File: config.mk
export PLATFORM = sky130hd
export DESIGN_NAME = flop_bank_arbiter
export DESIGN_NICKNAME = d
export VERILOG_FILES = /design/src/rtl/flop_arb_pkg.sv /design/src/rtl/flop_bank_arbiter_rr_pick.sv /design/src/rtl/flop_bank_arbiter.sv
export SDC_FILE = /design/constraint.sdc
export NUM_CORES = 1
export LEC_CHECK = 0
export ABC_AREA = 1
export BUFFER_PORTS_ARGS = -buffer_cell sky130_fd_sc_hd__buf_4
export CAP_MARGIN = 20
export CELL_PAD_IN_SITES_DETAIL_PLACEMENT = 1
export CELL_PAD_IN_SITES_GLOBAL_PLACEMENT = 2
export CORE_MARGIN = 4
export CORE_UTILIZATION = 28
export DETAILED_ROUTE_END_ITERATION = 10
export PLACE_DENSITY_LB_ADDON = 0.1
export SLEW_MARGIN = 20
export SYNTH_ARGS = -nofsm -noshare
export SYNTH_HDL_FRONTEND = slang
export SYNTH_HIERARCHICAL = 1
export SYNTH_SLANG_ARGS = --single-unit
File: constraint.sdc
create_clock -name clk -period 2.96 [get_ports clk]
set_input_delay 0.148 -clock clk [delete_from_list [all_inputs] [get_ports clk]]
set_output_delay 0.148 -clock clk [all_outputs]
set_load 0.02 [all_outputs]
File: src/rtl/flop_arb_pkg.sv
// Shared types, default sizes and helpers for the flop bank write arbiter.
package flop_arb_pkg;

    typedef enum logic {
        IDLE   = 1'b0,
        LOCKED = 1'b1
    } arb_state_t;

    localparam int DEF_NREQ  = 4;
    localparam int DEF_WIDTH = 4;
    localparam int DEF_DEPTH = 4;

    // Round-robin successor of a requester index, wrapping at nreq.
    function automatic int unsigned next_ptr(input int unsigned id, input int unsigned nreq);
        return (id + 1 >= nreq) ? 0 : id + 1;
    endfunction

endpackage

File: src/rtl/flop_bank_arbiter_rr_pick.sv
// Combinational round-robin picker: first asserted valid at or after ptr, wrapping circularly.
module rr_pick
    import flop_arb_pkg::*;
#(
    parameter int NREQ = DEF_NREQ,
    parameter int IDW  = $clog2(DEF_NREQ)
) (
    input  logic [NREQ-1:0] valid,
    input  logic [IDW-1:0]  ptr,
    output logic [NREQ-1:0] gnt,
    output logic [IDW-1:0]  idx,
    output logic            any_valid
);

    logic [IDW-1:0] cand;

    // NOTE: every output gets a default before the search loop so no path leaves a latch.
    always_comb begin
        gnt       = '0;
        idx       = '0;
        any_valid = 1'b0;
        cand      = '0;
        for (int k = 0; k < NREQ; k++) begin
            cand = IDW'((int'(ptr) + k) % NREQ);
            if (!any_valid && valid[cand]) begin
                any_valid = 1'b1;
                idx       = cand;
                gnt[cand] = 1'b1;
            end
        end
    end

endmodule

File: src/rtl/flop_bank_arbiter.sv
// Round-robin write scheduler with grant lock in front of a small register bank.
// Optional lock timeout enabled by defining ARB_TIMEOUT_EN.
module flop_bank_arbiter
    import flop_arb_pkg::*;
#(
    parameter int NREQ     = DEF_NREQ,
    parameter int WIDTH    = DEF_WIDTH,
    parameter int DEPTH    = DEF_DEPTH,
    parameter int ADDRW    = 2,
    parameter int MAX_LOCK = 8
) (
    input  logic                     clk,
    input  logic                     reset,
    input  logic [NREQ-1:0]          req_valid,
    input  logic [NREQ-1:0]          req_lock,
    input  logic [NREQ*ADDRW-1:0]    req_addr,
    input  logic [NREQ*WIDTH-1:0]    req_data,
    output logic [NREQ-1:0]          req_ready,
    output logic                     grant_valid,
    output logic [$clog2(NREQ)-1:0]  grant_id,
    output logic                     busy,
    input  logic [ADDRW-1:0]         rd_addr,
    output logic [WIDTH-1:0]         rd_data
);

    localparam int IDW = $clog2(NREQ);

    if (MAX_LOCK < 1 || (1 << ADDRW) < DEPTH) begin : g_param_check
        $error("flop_bank_arbiter: illegal MAX_LOCK/ADDRW/DEPTH combination");
    end

    arb_state_t       state_q, state_d;
    logic [IDW-1:0]   rr_ptr_q, rr_ptr_d;
    logic [IDW-1:0]   owner_q, owner_d;
    logic [WIDTH-1:0] bank_q [DEPTH];
    logic [WIDTH-1:0] bank_d [DEPTH];

    logic [NREQ-1:0]  owner_oh;
    logic [NREQ-1:0]  eligible;
    logic             sel_lock;
    logic [ADDRW-1:0] w_addr;
    logic [WIDTH-1:0] w_data;
    logic             lock_timeout;

`ifdef ARB_TIMEOUT_EN
    localparam int CNTW = $clog2(MAX_LOCK + 1);
    logic [CNTW-1:0] lock_cnt_q, lock_cnt_d;

    assign lock_timeout = (lock_cnt_q == CNTW'(MAX_LOCK - 1));
`else
    assign lock_timeout = 1'b0;
`endif

    // While locked only the owner may compete, so the picker finds it regardless of rr_ptr.
    always_comb begin
        owner_oh          = '0;
        owner_oh[owner_q] = 1'b1;
        eligible          = (state_q == LOCKED) ? (req_valid & owner_oh) : req_valid;
    end

    rr_pick #(
        .NREQ (NREQ),
        .IDW  (IDW)
    ) u_rr_pick (
        .valid     (eligible),
        .ptr       (rr_ptr_q),
        .gnt       (req_ready),
        .idx       (grant_id),
        .any_valid (grant_valid)
    );

    always_comb begin
        sel_lock = 1'b0;
        w_addr   = '0;
        w_data   = '0;
        for (int i = 0; i < NREQ; i++) begin
            if (req_ready[i]) begin
                sel_lock = req_lock[i];
                w_addr   = req_addr[i*ADDRW +: ADDRW];
                w_data   = req_data[i*WIDTH +: WIDTH];
            end
        end
    end

    always_comb begin
        state_d  = state_q;
        rr_ptr_d = rr_ptr_q;
        owner_d  = owner_q;
`ifdef ARB_TIMEOUT_EN
        lock_cnt_d = lock_cnt_q;
`endif
        unique case (state_q)
            IDLE: begin
                if (grant_valid) begin
                    if (sel_lock) begin
                        state_d = LOCKED;
                        owner_d = grant_id;
`ifdef ARB_TIMEOUT_EN
                        lock_cnt_d = '0;
`endif
                    end else begin
                        rr_ptr_d = IDW'(next_ptr(int'(grant_id), NREQ));
                    end
                end
            end
            LOCKED: begin
`ifdef ARB_TIMEOUT_EN
                lock_cnt_d = lock_cnt_q + 1'b1;
`endif
                if ((grant_valid && !sel_lock) || lock_timeout) begin
                    state_d  = IDLE;
                    rr_ptr_d = IDW'(next_ptr(int'(owner_q), NREQ));
                end
            end
            default: state_d = IDLE;
        endcase
    end

    // Out-of-range addresses still take the grant but leave the bank untouched.
    always_comb begin
        bank_d = bank_q;
        if (grant_valid && (int'(w_addr) < DEPTH)) begin
            bank_d[w_addr] = w_data;
        end
    end

    // NOTE: the bank is plain flops, so it is cleared on reset like every other state bit.
    always_ff @(posedge clk) begin
        if (reset) begin
            state_q  <= IDLE;
            rr_ptr_q <= '0;
            owner_q  <= '0;
            bank_q   <= '{default: '0};
        end else begin
            state_q  <= state_d;
            rr_ptr_q <= rr_ptr_d;
            owner_q  <= owner_d;
            bank_q   <= bank_d;
        end
    end

`ifdef ARB_TIMEOUT_EN
    always_ff @(posedge clk) begin
        if (reset) begin
            lock_cnt_q <= '0;
        end else begin
            lock_cnt_q <= lock_cnt_d;
        end
    end
`endif

    assign busy    = (state_q == LOCKED);
    assign rd_data = (int'(rd_addr) < DEPTH) ? bank_q[rd_addr] : '0;

endmodule
**Word-level counts from Yosys, hierarchy flattened**

Index checks and enable logic that the tools add are counted.

- Register bits: 21
- Word-level logic and storage cells: 112

- Add/subtract/negate cells: 5
- $lt $le $gt $ge: 15
- Eq/ne operators: 3
- Muxes and demuxes: 59
- Bitwise gates (word level): 7
- Reductions and logical operators: 16

Operator list:

| cell | number |
|---|---|
| two-way mux 4 bit | 12 |
| two-way mux 2 bit | 13 |
| two-way mux 1 bit | 20 |
| bitwise mux 16 bit | 1 |
| less-than comparator 2 x 3 -> 1 bit (second input constant) | 5 |
| greater-or-equal comparator 3 bit (second input constant) | 4 |
| OR 4 bit | 3 |
| demux 1 bit (select 2 bit) | 5 |
| greater-or-equal comparator 2 x 1 -> 1 bit (second input constant) | 5 |
| logical AND 1 bit | 10 |
| binary-select mux 1 bit (select 2 bit) | 4 |
| binary-select mux 4 bit (select 2 bit) | 1 |
| demux 4 bit (select 2 bit) | 1 |
| adder 2 x 1 -> 3 bit (second input constant) | 2 |
| inverter 2 -> 3 bit | 2 |
| AND reduction 3 bit | 2 |
| adder 2 bit (second input constant) | 2 |
| AND 4 bit | 1 |
| zero test 1 bit | 4 |
| inequality test 2 bit (second input constant) | 2 |
| case mux 2 bit (2 select lines) | 1 |
| less-than comparator 3 x 1 -> 1 bit (second input constant) | 1 |
| adder 2 x 1 -> 2 bit (second input constant) | 1 |
| inequality test 2 x 1 -> 1 bit (second input constant) | 1 |
| 2 further kinds | 2 |

**Depth between registers and ports, before layout**

Gate-level depths: netlist of run 1.

- Word-level depth: 28
- Gate-level depth with buffers: 21
- Depth with buffers taken out: 20

**By module**

Netlist of run 1, hierarchy kept.

By module, submodules not included:

| module | instances | cells each | area each (µm²) | sequential area each (µm²) |
|---|---|---|---|---|
| flop_bank_arbiter | 1 | 226 | 1490.2 | 420.4 |
| rr_pick | 1 | 74 | 440.4 | 0.0 |

**Worst setup path after synthesis of run 1**

OpenSTA, ideal clock, no wires.

- Kind: register -> register
- Start: register rr_ptr_q[0]
- End: register bank_q[8] (netlist name)
- Arrival time: 2590 ps
- Required time: 2846 ps
- Slack: 256 ps
- Stages on the path, launching flop included: 19
- Period minus slack after synthesis: 2704 ps
- Cells stage by stage: dfxtp_1 inv_2 ha_1 inv_1 nand3_1 nand2_1 nor2_1 a21oi_1 nand3_1 buf_6 inv_8 nor2_2 nor2_4 nand2_1 nand2_4 nand3_4 nand2_1 nand2_1 nor2_2

- Elaborated cells on any way between the ends: 63
- Those cells by class: add/sub (3); order compare (10); mux (35); bitwise (4); reduce/logical (11)

RTL lines:

| what | line | source |
|---|---|---|
| start, declared | flop_bank_arbiter.sv:33 | `logic [IDW-1:0] rr_ptr_q, rr_ptr_d;` |
| start signal, assigned | flop_bank_arbiter.sv:136 | `rr_ptr_q <= rr_ptr_d;` |
| parallel branches: the longest is 11 deep, another holds less-than comparator 2 x 3 -> 1 bit | -- |  |
| two-way mux 4 bit * | flop_bank_arbiter_rr_pick.sv:25 | `if (!any_valid && valid[cand]) begin` |
| net req_ready[2] | flop_bank_arbiter.sv:18 | `output logic [NREQ-1:0] req_ready,` |
| two-way mux 2 bit (2 in a row) | flop_bank_arbiter.sv:77 | `if (req_ready[i]) begin` |
| inverter 2 -> 3 bit (implied by the code) | flop_bank_arbiter.sv:123 | `bank_d[w_addr] = w_data;` |
| greater-or-equal comparator 3 bit (implied by the code) or less-than comparator 3 x 1 -> 1 bit (tied branches) | flop_bank_arbiter.sv:123 |  |
| logical AND 1 bit (implied by the code) | flop_bank_arbiter.sv:123 |  |
| two-way mux 4 bit (implied by the code) | flop_bank_arbiter.sv:123 |  |
| demux 4 bit (select 2 bit) | flop_bank_arbiter.sv:123 |  |
| bitwise mux 16 bit * | flop_bank_arbiter.sv:123 |  |
| end signal, assigned | flop_bank_arbiter.sv:138 | `bank_q <= bank_d;` |
| end, declared | flop_bank_arbiter.sv:35 | `logic [WIDTH-1:0] bank_q [DEPTH];` |

Mark *: on every way through the listed nets, which the timed path passes. The select of a mux whose other input is x is not followed.
A chain may end at the register's enable or synchronous reset.

**Worst setup path after layout of run 1**

- Start: register owner_q[1]
- End: register bank_q[8] (netlist name)

- Word-level cells in the longest chain between the ends: 28
- Elaborated cells on any way between the ends: 47
- Those cells by class: order compare (4); mux (30); bitwise (5); reduce/logical (8)

RTL lines:

| what | line | source |
|---|---|---|
| start, declared | flop_bank_arbiter.sv:34 | `logic [IDW-1:0] owner_q, owner_d;` |
| start signal, assigned | flop_bank_arbiter.sv:137 | `owner_q <= owner_d;` |
| less-than comparator 2 x 3 -> 1 bit (implied by the code) or greater-or-equal comparator 2 x 1 -> 1 bit (tied branches) | flop_bank_arbiter.sv:57 | `owner_oh[owner_q] = 1'b1;` |
| logical AND 1 bit (implied by the code) | flop_bank_arbiter.sv:57 |  |
| two-way mux 1 bit (implied by the code) | flop_bank_arbiter.sv:57 |  |
| demux 1 bit (select 2 bit) * | flop_bank_arbiter.sv:57 |  |
| AND 4 bit * | flop_bank_arbiter.sv:58 | `eligible = (state_q == LOCKED) ? (req_valid & owner_oh) : req_valid;` |
| two-way mux 4 bit * | flop_bank_arbiter.sv:58 |  |
| net eligible[1] | flop_bank_arbiter.sv:39 | `logic [NREQ-1:0] eligible;` |
| binary-select mux 1 bit (select 2 bit) | flop_bank_arbiter_rr_pick.sv:25 |  |
| [... 10 more ...] | -- |  |
| two-way mux 4 bit | flop_bank_arbiter_rr_pick.sv:25 |  |
| two-way mux 2 bit (4 in a row) | flop_bank_arbiter.sv:77 |  |
| inverter 2 -> 3 bit (implied by the code) | flop_bank_arbiter.sv:123 |  |
| greater-or-equal comparator 3 bit (implied by the code) or less-than comparator 3 x 1 -> 1 bit (tied branches) | flop_bank_arbiter.sv:123 |  |
| logical AND 1 bit (implied by the code) | flop_bank_arbiter.sv:123 |  |
| two-way mux 4 bit (implied by the code) | flop_bank_arbiter.sv:123 |  |
| demux 4 bit (select 2 bit) | flop_bank_arbiter.sv:123 |  |
| bitwise mux 16 bit | flop_bank_arbiter.sv:123 |  |

The timed path passes the listed nets; every way through them passes the cells marked *. The select of a mux whose other input is x is not followed.

==> metrics, run 1 <==
crit path time final 2.68 ns; biggest fanout along the worst timing path 9; Vias/cell 4.67; number of unique standard cell types used by synthesis 29; I/O pin total 48; clock buffer depth 2; fraction of met3 tracks used by global routing 2.48%; Crit Path Class reg2reg; clock skew 0.00866 ns; total grt overflow 0; top library cells by usage in the layout, fill and taps aside nand2_1 (72), buf_4 (62), nor2_1 (36); row count 29; CTS H-tree depth 1; slew of the pin with the lowest slew margin 0.557 ns; Fin Setup TNS 0 ns; Post-Place Cell Area 0.00244 mm²; layout cell share with drive strength beyond 1 30.0%; Num Clock Sinks 21; average footprint of a synthesized cell 6.44 µm²; RD Place Congestion 0.767; total wire length after detailed routing 6040 µm; DRC violation count after routing 0; register clock-pin slew on the reported worst setup and hold paths 0.08 ns; crit path cell chain inv_1 -> ha_1 -> o21a_1 -> inv_1 -> nand2_1 -> nand3_2 -> nand2_4 -> nor2_1 -> buf_4 -> a21oi_1 -> nand3_1 -> buf_12 -> a21oi_1 -> nand2_2 -> nand2_1 -> nand2_4 -> nand3_4 -> nand2_1 -> nand2_1 -> nor2_2; filler instances 848; result of the run finished clean; Synthesized Nets 346; most common library cell in the layout ignoring fill and taps nand2_1; Total GRT Usage 15.0%; most used routing layer met2; maximum number of pins on one net before global-route repair 20; synthesized flop and latch total 21; headroom to the max-slew limit 62.6%; placed wire-length estimate 4920 µm; WP data required 3.13 ns; vias in the first global route 2139; total of buffers placed on input and output ports 47; via count 2041; Netlist Area Pre-Place 0.00193 mm²; clock latency at the later pin of the worst-skew pair 0.27 ns; CP Launch Type flop; critical-path cell with the highest stage delay dfxtp_1; Final nets 407; synthesis-to-finish area growth 31.4%; Pre-Repair DR Iteration Count 4; max-slew violation count 0; quantity of hold-fixing buffers added after cts 0; unrepaired setup endpoints after global routing false; Final setup viols 0; total of warnings raised by yosys 6; area of the die 0.00829 mm²; Die Y 91.0 µm; share of the yosys chip area belonging to registers 21.8%; CTS tree built; Antenna Violating Nets Remaining 0; area of all sequential standard cells 420 µm²; setup repair bufs after CTS 0; slowest stage delay, CP 0.34 ns; number of clock buffers inserted by TritonCTS 3; Routed wire per std cell 13.8 µm; overall die width 91.0 µm; total area of multi-input combinational cells 0.00134 mm²; core outline area 0.00653 mm²; final hold viol count 0; met1 capacity usage during global routing 21.3%; Clock Tree Root clkbuf_8; initial DRC count 43; number of buffers and inverters on the critical path 4; Max-Cap Viols 0; class of the tightest hold or removal check in2reg; Initial Util 29.6%; top cell family by delay on the critical path simple AND/OR/NAND/NOR gates; met2 Track Usage GR 23.3%; fraction of the cycle the final worst path needs 90.6%; number of antenna violations at the first check in global routing 0; type of destination of the critical path flop; post-cts repair resize count 0; Inserted Diodes 0; global-route wire length before repair 10300 µm; fmax 373 MHz; CP dominant cell by count nand2_1; critical path arrival 2.86 ns; instance count of the mapped netlist 300; area of all placed cells without fillers 0.00254 mm²
## area by class of cell
type | instances | share of cell area (%)
inverters | 37 | 5.77
well taps | 77 | 3.80
clock buffers | 3 | 1.63
flip-flops and latches | 21 | 16.6
clock inverters | 1 | 0.197
multi-input cells | 235 | 52.9
repair buffers | 63 | 19.1
## cell usage after synthesis
cell type / n / area [µm²]
nand2_2: 11 / 68.8
nand3_2: 1 / 10.0
nand3_1: 23 / 115
nor2_1: 36 / 135
o31ai_1: 1 / 7.51
inv_2: 1 / 3.75
ha_1: 10 / 125
buf_4: 1 / 7.51
nand3_4: 4 / 70.1
o211ai_1: 1 / 7.51
buf_6: 4 / 45.0
nand2_4: 2 / 22.5
nand2_1: 72 / 270
clkbuf_1: 1 / 3.75
o21a_1: 3 / 22.5
clkinv_1: 1 / 3.75
nor2_4: 3 / 33.8
clkbuf_8: 1 / 13.8
o21ai_0: 10 / 50.1
nand4_1: 7 / 43.8
inv_1: 34 / 128
a21oi_2: 1 / 8.76
o21bai_1: 4 / 30.0
dfxtp_1: 21 / 420
a21boi_0: 5 / 37.5
nor2_2: 6 / 37.5
a21oi_4: 2 / 32.5
inv_8: 1 / 11.3
a21oi_1: 33 / 165
## registers in the layout, summed over array words and instances, names as in the netlist, named ones only
| signal | count |
|---|---|
| rr_ptr_q | 2 |
| owner_q | 2 |
| bank_q | 16 |
## cells by family (layout without fill, tap and decap cells)
logic type / after synthesis / after routing / synth area share [%]
AOI/OAI and AO/OA: 60 / 60 / 18.7
buffers and inverters: 44 / 104 / 11.2
and+or+nand+nor: 165 / 165 / 41.8
DFF: 21 / 21 / 21.8
adders and majority gates: 10 / 10 / 6.48
## final timing paths
kind | from | endpoint | slack (ns) | depth (start not counted)
setup / recovery | owner_q[1] | bank_q[8] | 0.28 | 20
setup reg to reg | owner_q[1] | bank_q[8] | 0.28 | 20
hold reg to reg | owner_q[1] | owner_q[1] | 0.51 | 2
hold / removal | reset | owner_q[1] | 0.05 | 2
## routing by layer
| layer | routed length, µm | share of wire, % |
|---|---|---|
| met1 | 3180 | 53 |
| met2 | 2540 | 42 |
| met3 | 247 | 4.1 |
| met4 | 66 | 1.1 |
| met5 | 0 | 0 |
## per-stage QoR
step	utilization, %	hold WS (ns)	setup WS [ns]	instances
3_5_place_dp	37.4	0.330	0.0551	433
4_1_cts	38.1	0.0430	0.0424	437
3_3_place_gp	37.4	0.329	0.0655	433
5_1_grt	38.8	0.0500	0.00796	437
2_1_floorplan	-	0.217	0.256	300
6_report	38.8	0.0484	0.278	437
Power of run 1 is not shown: default switching activity piles up to over one toggle a cycle in this logic, so the estimate is an artifact.
==> run 2, diff against run 1 <==
--- a/config.mk
+++ b/config.mk
@@ -7,13 +7,14 @@
 export LEC_CHECK = 0
 export ABC_AREA = 1
 export BUFFER_PORTS_ARGS = -buffer_cell sky130_fd_sc_hd__buf_4
-export CAP_MARGIN = 20
+export CAP_MARGIN = 5
 export CELL_PAD_IN_SITES_DETAIL_PLACEMENT = 1
 export CELL_PAD_IN_SITES_GLOBAL_PLACEMENT = 2
 export CORE_MARGIN = 4
 export CORE_UTILIZATION = 28
 export DETAILED_ROUTE_END_ITERATION = 10
 export PLACE_DENSITY_LB_ADDON = 0.1
+export REMOVE_ABC_BUFFERS = 1
 export SLEW_MARGIN = 20
 export SYNTH_ARGS = -nofsm -noshare
 export SYNTH_HDL_FRONTEND = slang
==> metrics, run 2 (same netlist as run 1, synthesis figures left out) <==
Crit Path Class reg2reg (unchanged); placed cells 431 (was 433); CP Launch Type flop (unchanged); worst setup timing slack at the placement stage -0.0194 ns (was 0.0551 ns); core outline area 0.00653 mm² (unchanged); Fin Setup TNS 0 ns (unchanged); reg2reg end bank_q[8] (unchanged); most common library cell in the layout ignoring fill and taps nand2_1 (unchanged); Initial Util 29.6% (unchanged); Final Non-Filler Cells 439 (was 437); fmax 371 MHz (was 373 MHz); top library cells by usage in the layout, fill and taps aside nand2_1 (72), buf_4 (64), nor2_1 (35) (was nand2_1 (72), buf_4 (62), nor2_1 (36)); WP data required 3.12 ns (was 3.13 ns); clock buffer depth 2 (unchanged); placed wire-length estimate 4740 µm (was 4920 µm); number of clock buffers inserted by TritonCTS 3 (unchanged); register clock-pin slew on the reported worst setup and hold paths 0.09 ns (was 0.08 ns); Vias/cell 4.78 (was 4.67); crit path cell chain inv_1 -> ha_1 -> o21a_1 -> inv_1 -> nand2_1 -> nand3_2 -> nand2_4 -> nor2_2 -> buf_4 -> nand3_1 -> nand3_1 -> buf_4 -> nand2_1 -> nand2_4 -> nand3_4 -> nor2_1 -> nor2_2 (was inv_1 -> ha_1 -> o21a_1 -> inv_1 -> nand2_1 -> nand3_2 -> nand2_4 -> nor2_1 -> buf_4 -> a21oi_1 -> nand3_1 -> buf_12 -> a21oi_1 -> nand2_2 -> nand2_1 -> nand2_4 -> nand3_4 -> nand2_1 -> nand2_1 -> nor2_2); slew of the pin with the lowest slew margin 0.531 ns (was 0.557 ns); layout cell share with drive strength beyond 1 30.4% (was 30.0%); Die Y 91.0 µm (unchanged); unrepaired setup endpoints after global routing false (unchanged); headroom to the max-slew limit 64.4% (was 62.6%); Num Clock Sinks 21 (unchanged); critical path arrival 2.86 ns (about the same); overall die width 91.0 µm (unchanged); vias in the first global route 2085 (was 2139); final hold viol count 0 (unchanged); clock latency at the later pin of the worst-skew pair 0.26 ns (was 0.27 ns); Pre-Repair DR Iteration Count 4 (unchanged); RD Place Congestion 0.814 (was 0.767); slowest stage delay, CP 0.38 ns (was 0.34 ns); largest registers ranked by flip-flop count bank_q (16), owner_q (2), rr_ptr_q (2) (unchanged); destination of the worst hold path owner_q[0] (was owner_q[1]); startpoint of the worst register-to-register path owner_q[1] (unchanged); biggest fanout along the worst timing path 12 (was 9); Routed wire per std cell 13.4 µm (was 13.8 µm); maximum number of pins on one net before global-route repair 20 (unchanged); post-route worst setup slack 0.267 ns (was 0.278 ns); global-route wire length before repair 10000 µm (was 10300 µm); Final nets 409 (was 407); result of the run finished clean (unchanged); I/O pin total 48 (unchanged); max-slew violation count 0 (unchanged); synthesis-to-finish area growth 31.2% (was 31.4%); crit path time final 2.69 ns (was 2.68 ns); worst hold start reset (unchanged); Total GRT Usage 14.3% (was 15.0%); DRC violation count after routing 0 (unchanged); via count 2100 (was 2041); Clock Tree Root clkbuf_8 (unchanged); critical-path cell with the highest stage delay dfxtp_1 (unchanged); Cells on Worst Hold Path 2 (unchanged); number of flip-flops under the largest register name 16 (unchanged); clock skew 0.0109 ns (was 0.00866 ns); Register-to-Register Path Depth 17 (was 20); row count 29 (unchanged); CTS tree built (unchanged); Antenna Violating Nets Remaining 0 (unchanged); type of destination of the critical path flop (unchanged); Inserted Diodes 0 (unchanged); total wire length after detailed routing 5880 µm (was 6040 µm); filler instances 876 (was 848); CTS H-tree depth 1 (unchanged); register with the most flip-flops bank_q (unchanged); reg-to-reg slack, setup 0.27 ns (was 0.28 ns); initial DRC count 66 (was 43); total grt overflow 0 (unchanged); Final setup viols 0 (unchanged); fraction of the cycle the final worst path needs 91.0% (was 90.6%); total of buffers placed on input and output ports 47 (unchanged); Max-Cap Viols 0 (unchanged); number of antenna violations at the first check in global routing 0 (unchanged); area of the die 0.00829 mm² (unchanged); class of the tightest hold or removal check in2reg (unchanged)
[run 2: cell types whose count changed in the layout (fill, tap and decap cells not counted), sizes merged]
cell,change
buf,+1
nor2,+1
[run 2: layout make-up]
cell class,instances,area [µm²],area share (%)
multi-input combinational,236,1340,53.0
tap,77,96.3,3.80
sequential,21,422,16.6
timing repair buffer,64,480,19.0
inverter,37,146,5.78
clock inverter,1,5.00,0.198
clock buffer,3,41.3,1.63
[run 2: layer usage]
| metal | vias up | wire (µm) | global-route usage (%) |
|---|---|---|---|
| li1 | 1095 | - | - |
| met5 | - | 0 | 0 |
| met4 | 0 | 23 | 1.51 |
| met1 | 954 | 3020 | 21.4 |
| met2 | 49 | 2580 | 22.3 |
| met3 | 2 | 256 | 2.07 |
[run 2: worst max-delay path by stage]
stage | slack (ns) | endpoint | from
4_1_cts | 0.03 | bank_q[5] | owner_q[0]
2_1_floorplan | 0.13 | bank_q[8] | rr_ptr_q[0]
3_5_place_dp | -0.02 | bank_q[8] | owner_q[0]
3_3_place_gp | 0.009 | bank_q[4] | owner_q[0]
5_1_grt | 0.009 | bank_q[7] | owner_q[1]
6_report | 0.27 | bank_q[8] | owner_q[1]
[run 2: through the flow]
stage	hold WS (ns)	utilization (%)	area, µm²
after floorplan	0.217	-	1860
after global placement	0.331	37.0	2410
after detailed placement	0.338	37.0	2410
after CTS	0.0588	37.7	2460
after global routing	0.0549	38.8	2530
final	0.0585	38.8	2530
[run 2: what timing repair did]
action,CTS,global route
resized for setup,1,11
hold buffers,0,0
cloned,0,1
pin swaps,0,2
setup endpoints to repair,3,21
setup buffers,0,3
endpoints found under the hold margin,0,0
[run 2: critical path, delay by kind of cell, from the launching register on]
family / cells / cell delay [ns]
AOI/OAI and AO/OA: 1 / 0.21
adders and majority gates: 1 / 0.18
buffers and inverters: 4 / 0.50
DFF: 1 / 0.38
and+or+nand+nor: 11 / 1.33
Power of run 2 is left out for the same reason.
==> run 3, diff against run 2 <==
--- a/config.mk
+++ b/config.mk
@@ -8,13 +8,12 @@
 export ABC_AREA = 1
 export BUFFER_PORTS_ARGS = -buffer_cell sky130_fd_sc_hd__buf_4
 export CAP_MARGIN = 5
-export CELL_PAD_IN_SITES_DETAIL_PLACEMENT = 1
-export CELL_PAD_IN_SITES_GLOBAL_PLACEMENT = 2
 export CORE_MARGIN = 4
-export CORE_UTILIZATION = 28
+export CORE_UTILIZATION = 49
 export DETAILED_ROUTE_END_ITERATION = 10
-export PLACE_DENSITY_LB_ADDON = 0.1
+export PLACE_DENSITY = 0.77
 export REMOVE_ABC_BUFFERS = 1
+export SETUP_SLACK_MARGIN = 0.15
 export SLEW_MARGIN = 20
 export SYNTH_ARGS = -nofsm -noshare
 export SYNTH_HDL_FRONTEND = slang
==> constraint.sdc (replaced) <==
create_clock -name clk -period 2.4 [get_ports clk]
set_input_delay 0.12 -clock clk [delete_from_list [all_inputs] [get_ports clk]]
set_output_delay 0.12 -clock clk [all_outputs]
set_load 0.02 [all_outputs]
==> metrics, run 3 (same netlist as run 1, synthesis figures left out) <==
total wire length after detailed routing 7440 µm (was 5880 µm); largest registers ranked by flip-flop count bank_q (16), owner_q (2), rr_ptr_q (2) (unchanged); placed wire-length estimate 3930 µm (was 4740 µm); slew of the pin with the lowest slew margin 0.538 ns (was 0.531 ns); CP Launch Type flop (unchanged); headroom to the max-slew limit 63.9% (was 64.4%); total of buffers placed on input and output ports 47 (unchanged); Register-to-Register Path Depth 19 (was 17); final hold viol count 0 (unchanged); critical path arrival 2.97 ns (was 2.86 ns); type of destination of the critical path flop (unchanged); Routed wire per std cell 16.9 µm (was 13.4 µm); clock latency at the later pin of the worst-skew pair 0.27 ns (was 0.26 ns); Crit Path Class reg2reg (unchanged); RD Place Congestion 0.890 (was 0.814); Die Y 70.8 µm (was 91.0 µm); filler instances 226 (was 876); area of the die 0.00501 mm² (was 0.00829 mm²); DRC violation count after routing 0 (unchanged); synthesis-to-finish area growth 61.2% (was 31.2%); fraction of the cycle the final worst path needs 115% (was 91.0%); post-route worst setup slack -0.357 ns (was 0.267 ns); Vias/cell 5.64 (was 4.78); Final nets 438 (was 409); vias in the first global route 2233 (was 2085); I/O pin total 48 (unchanged); worst hold margin 0.0189 ns (was 0.0585 ns); Max-Cap Viols 0 (unchanged); global-route wire length before repair 10100 µm (was 10000 µm); Num Clock Sinks 21 (unchanged); Final setup viols 27 (was 0); biggest fanout along the worst timing path 6 (was 12); crit path from owner_q[0] (was owner_q[1]); register clock-pin slew on the reported worst setup and hold paths 0.09 ns (about the same); via count 2477 (was 2100); reg2reg end bank_q[15] (was bank_q[8]); most common library cell in the layout ignoring fill and taps buf_4 (was nand2_1); reg-to-reg slack, setup -0.36 ns (was 0.27 ns); Initial Util 51.6% (was 29.6%); class of the tightest hold or removal check in2reg (unchanged); clock skew 0.0136 ns (was 0.0109 ns); row count 22 (was 29); total grt overflow 0 (unchanged); number of flip-flops under the largest register name 16 (unchanged); top library cells by usage in the layout, fill and taps aside buf_4 (73), nand2_1 (57), inv_1 (29) (was nand2_1 (72), buf_4 (64), nor2_1 (35)); Total GRT Usage 24.3% (was 14.3%); CTS H-tree depth 1 (unchanged); unrepaired setup endpoints after global routing true (was false); startpoint of the worst register-to-register path owner_q[0] (was owner_q[1]); crit path time final 2.76 ns (was 2.69 ns); result of the run finished, violations left (was finished clean); number of antenna violations at the first check in global routing 0 (unchanged); critical path capture point bank_q[15] (was bank_q[8]); Antenna Violating Nets Remaining 0 (unchanged); overall die width 70.8 µm (was 91.0 µm); clock buffer depth 2 (unchanged); fmax 363 MHz (was 371 MHz); Pre-Repair DR Iteration Count 7 (was 4); core outline area 0.00374 mm² (was 0.00653 mm²); CTS tree built (unchanged); worst setup timing slack at the placement stage -0.310 ns (was -0.0194 ns); register with the most flip-flops bank_q (unchanged); number of clock buffers inserted by TritonCTS 3 (unchanged); Clock Tree Root clkbuf_8 (unchanged); maximum number of pins on one net before global-route repair 20 (unchanged); Inserted Diodes 0 (unchanged); WP data required 2.61 ns (was 3.12 ns); max-slew violation count 0 (unchanged); layout cell share with drive strength beyond 1 49.9% (was 30.4%); failing checks setup timing; initial DRC count 196 (was 66)
run 3: changes by cell type in the layout (fill, tap and decap cells not counted), sizes merged:
cell | before | now
nor2 | 46 | 45
buf | 64 | 94
run 3: worst max-delay path, stage by stage (launching register included):
cell      delay, ns
dfxtp_4        0.40
ha_2           0.18
inv_1          0.06
a21boi_2       0.15
inv_1          0.06
nand2_1        0.13
nand2_1        0.09
nand2_1        0.09
nand2_2        0.09
buf_4          0.15
nand4_1        0.11
nand3_2        0.11
buf_6          0.16
a21oi_2        0.17
nand2_4        0.09
nand2_2        0.09
nand2_4        0.09
o21bai_1       0.22
nand2_1        0.12
nor2_1         0.13
run 3: final cells by class:
class	instances	area (µm²)	area share [%]
Clock buffer	3	41.3	1.33
Clock inverter	1	5.00	0.161
Inverter	37	151	4.87
Multi-Input combinational cell	235	1620	52.2
Sequential cell	21	425	13.7
Tap cell	48	60.1	1.93
Timing Repair Buffer	94	806	25.9
run 3: how the worst min path moves through the flow:
| stage | cells past startpoint | end | startpoint |
|---|---|---|---|
| 4_1_cts | 2 | owner_q[0] | reset |
| 6_report | 2 | owner_q[0] | reset |
| 5_1_grt | 2 | owner_q[0] | reset |
| 3_3_place_gp | 2 | owner_q[0] | reset |
| 3_5_place_dp | 2 | owner_q[0] | reset |
| 2_1_floorplan | 1 | owner_q[0] | reset |
run 3: what timing repair did:
action	CTS	global route
hold buffers	0	0
pin swaps	40	22
resized for setup	73	40
gates cloned	0	0
buffers inserted	10	7
endpoints found under the setup margin	28	28
hold endpoints to repair	0	0
run 3: metal layers:
layer / routed length [µm] / track usage [%]
met5: 0 / 0
met1: 2820 / 29.9
met3: 462 / 2.84
met4: 361 / 9.60
met2: 3800 / 42.8
run 3: stage by stage:
stage | instances | TNS [ns] | util, % | area, µm²
6_report | 439 | -6.26 | 83.1 | 3110
5_1_grt | 439 | -9.42 | 83.1 | 3110
4_1_cts | 432 | -0.503 | 77.4 | 2900
3_5_place_dp | 418 | -5.28 | 67.4 | 2520
3_3_place_gp | 418 | -4.06 | 67.4 | 2520
2_1_floorplan | 293 | -8.00 | - | 1860
Power of run 3 is left out for the same reason.
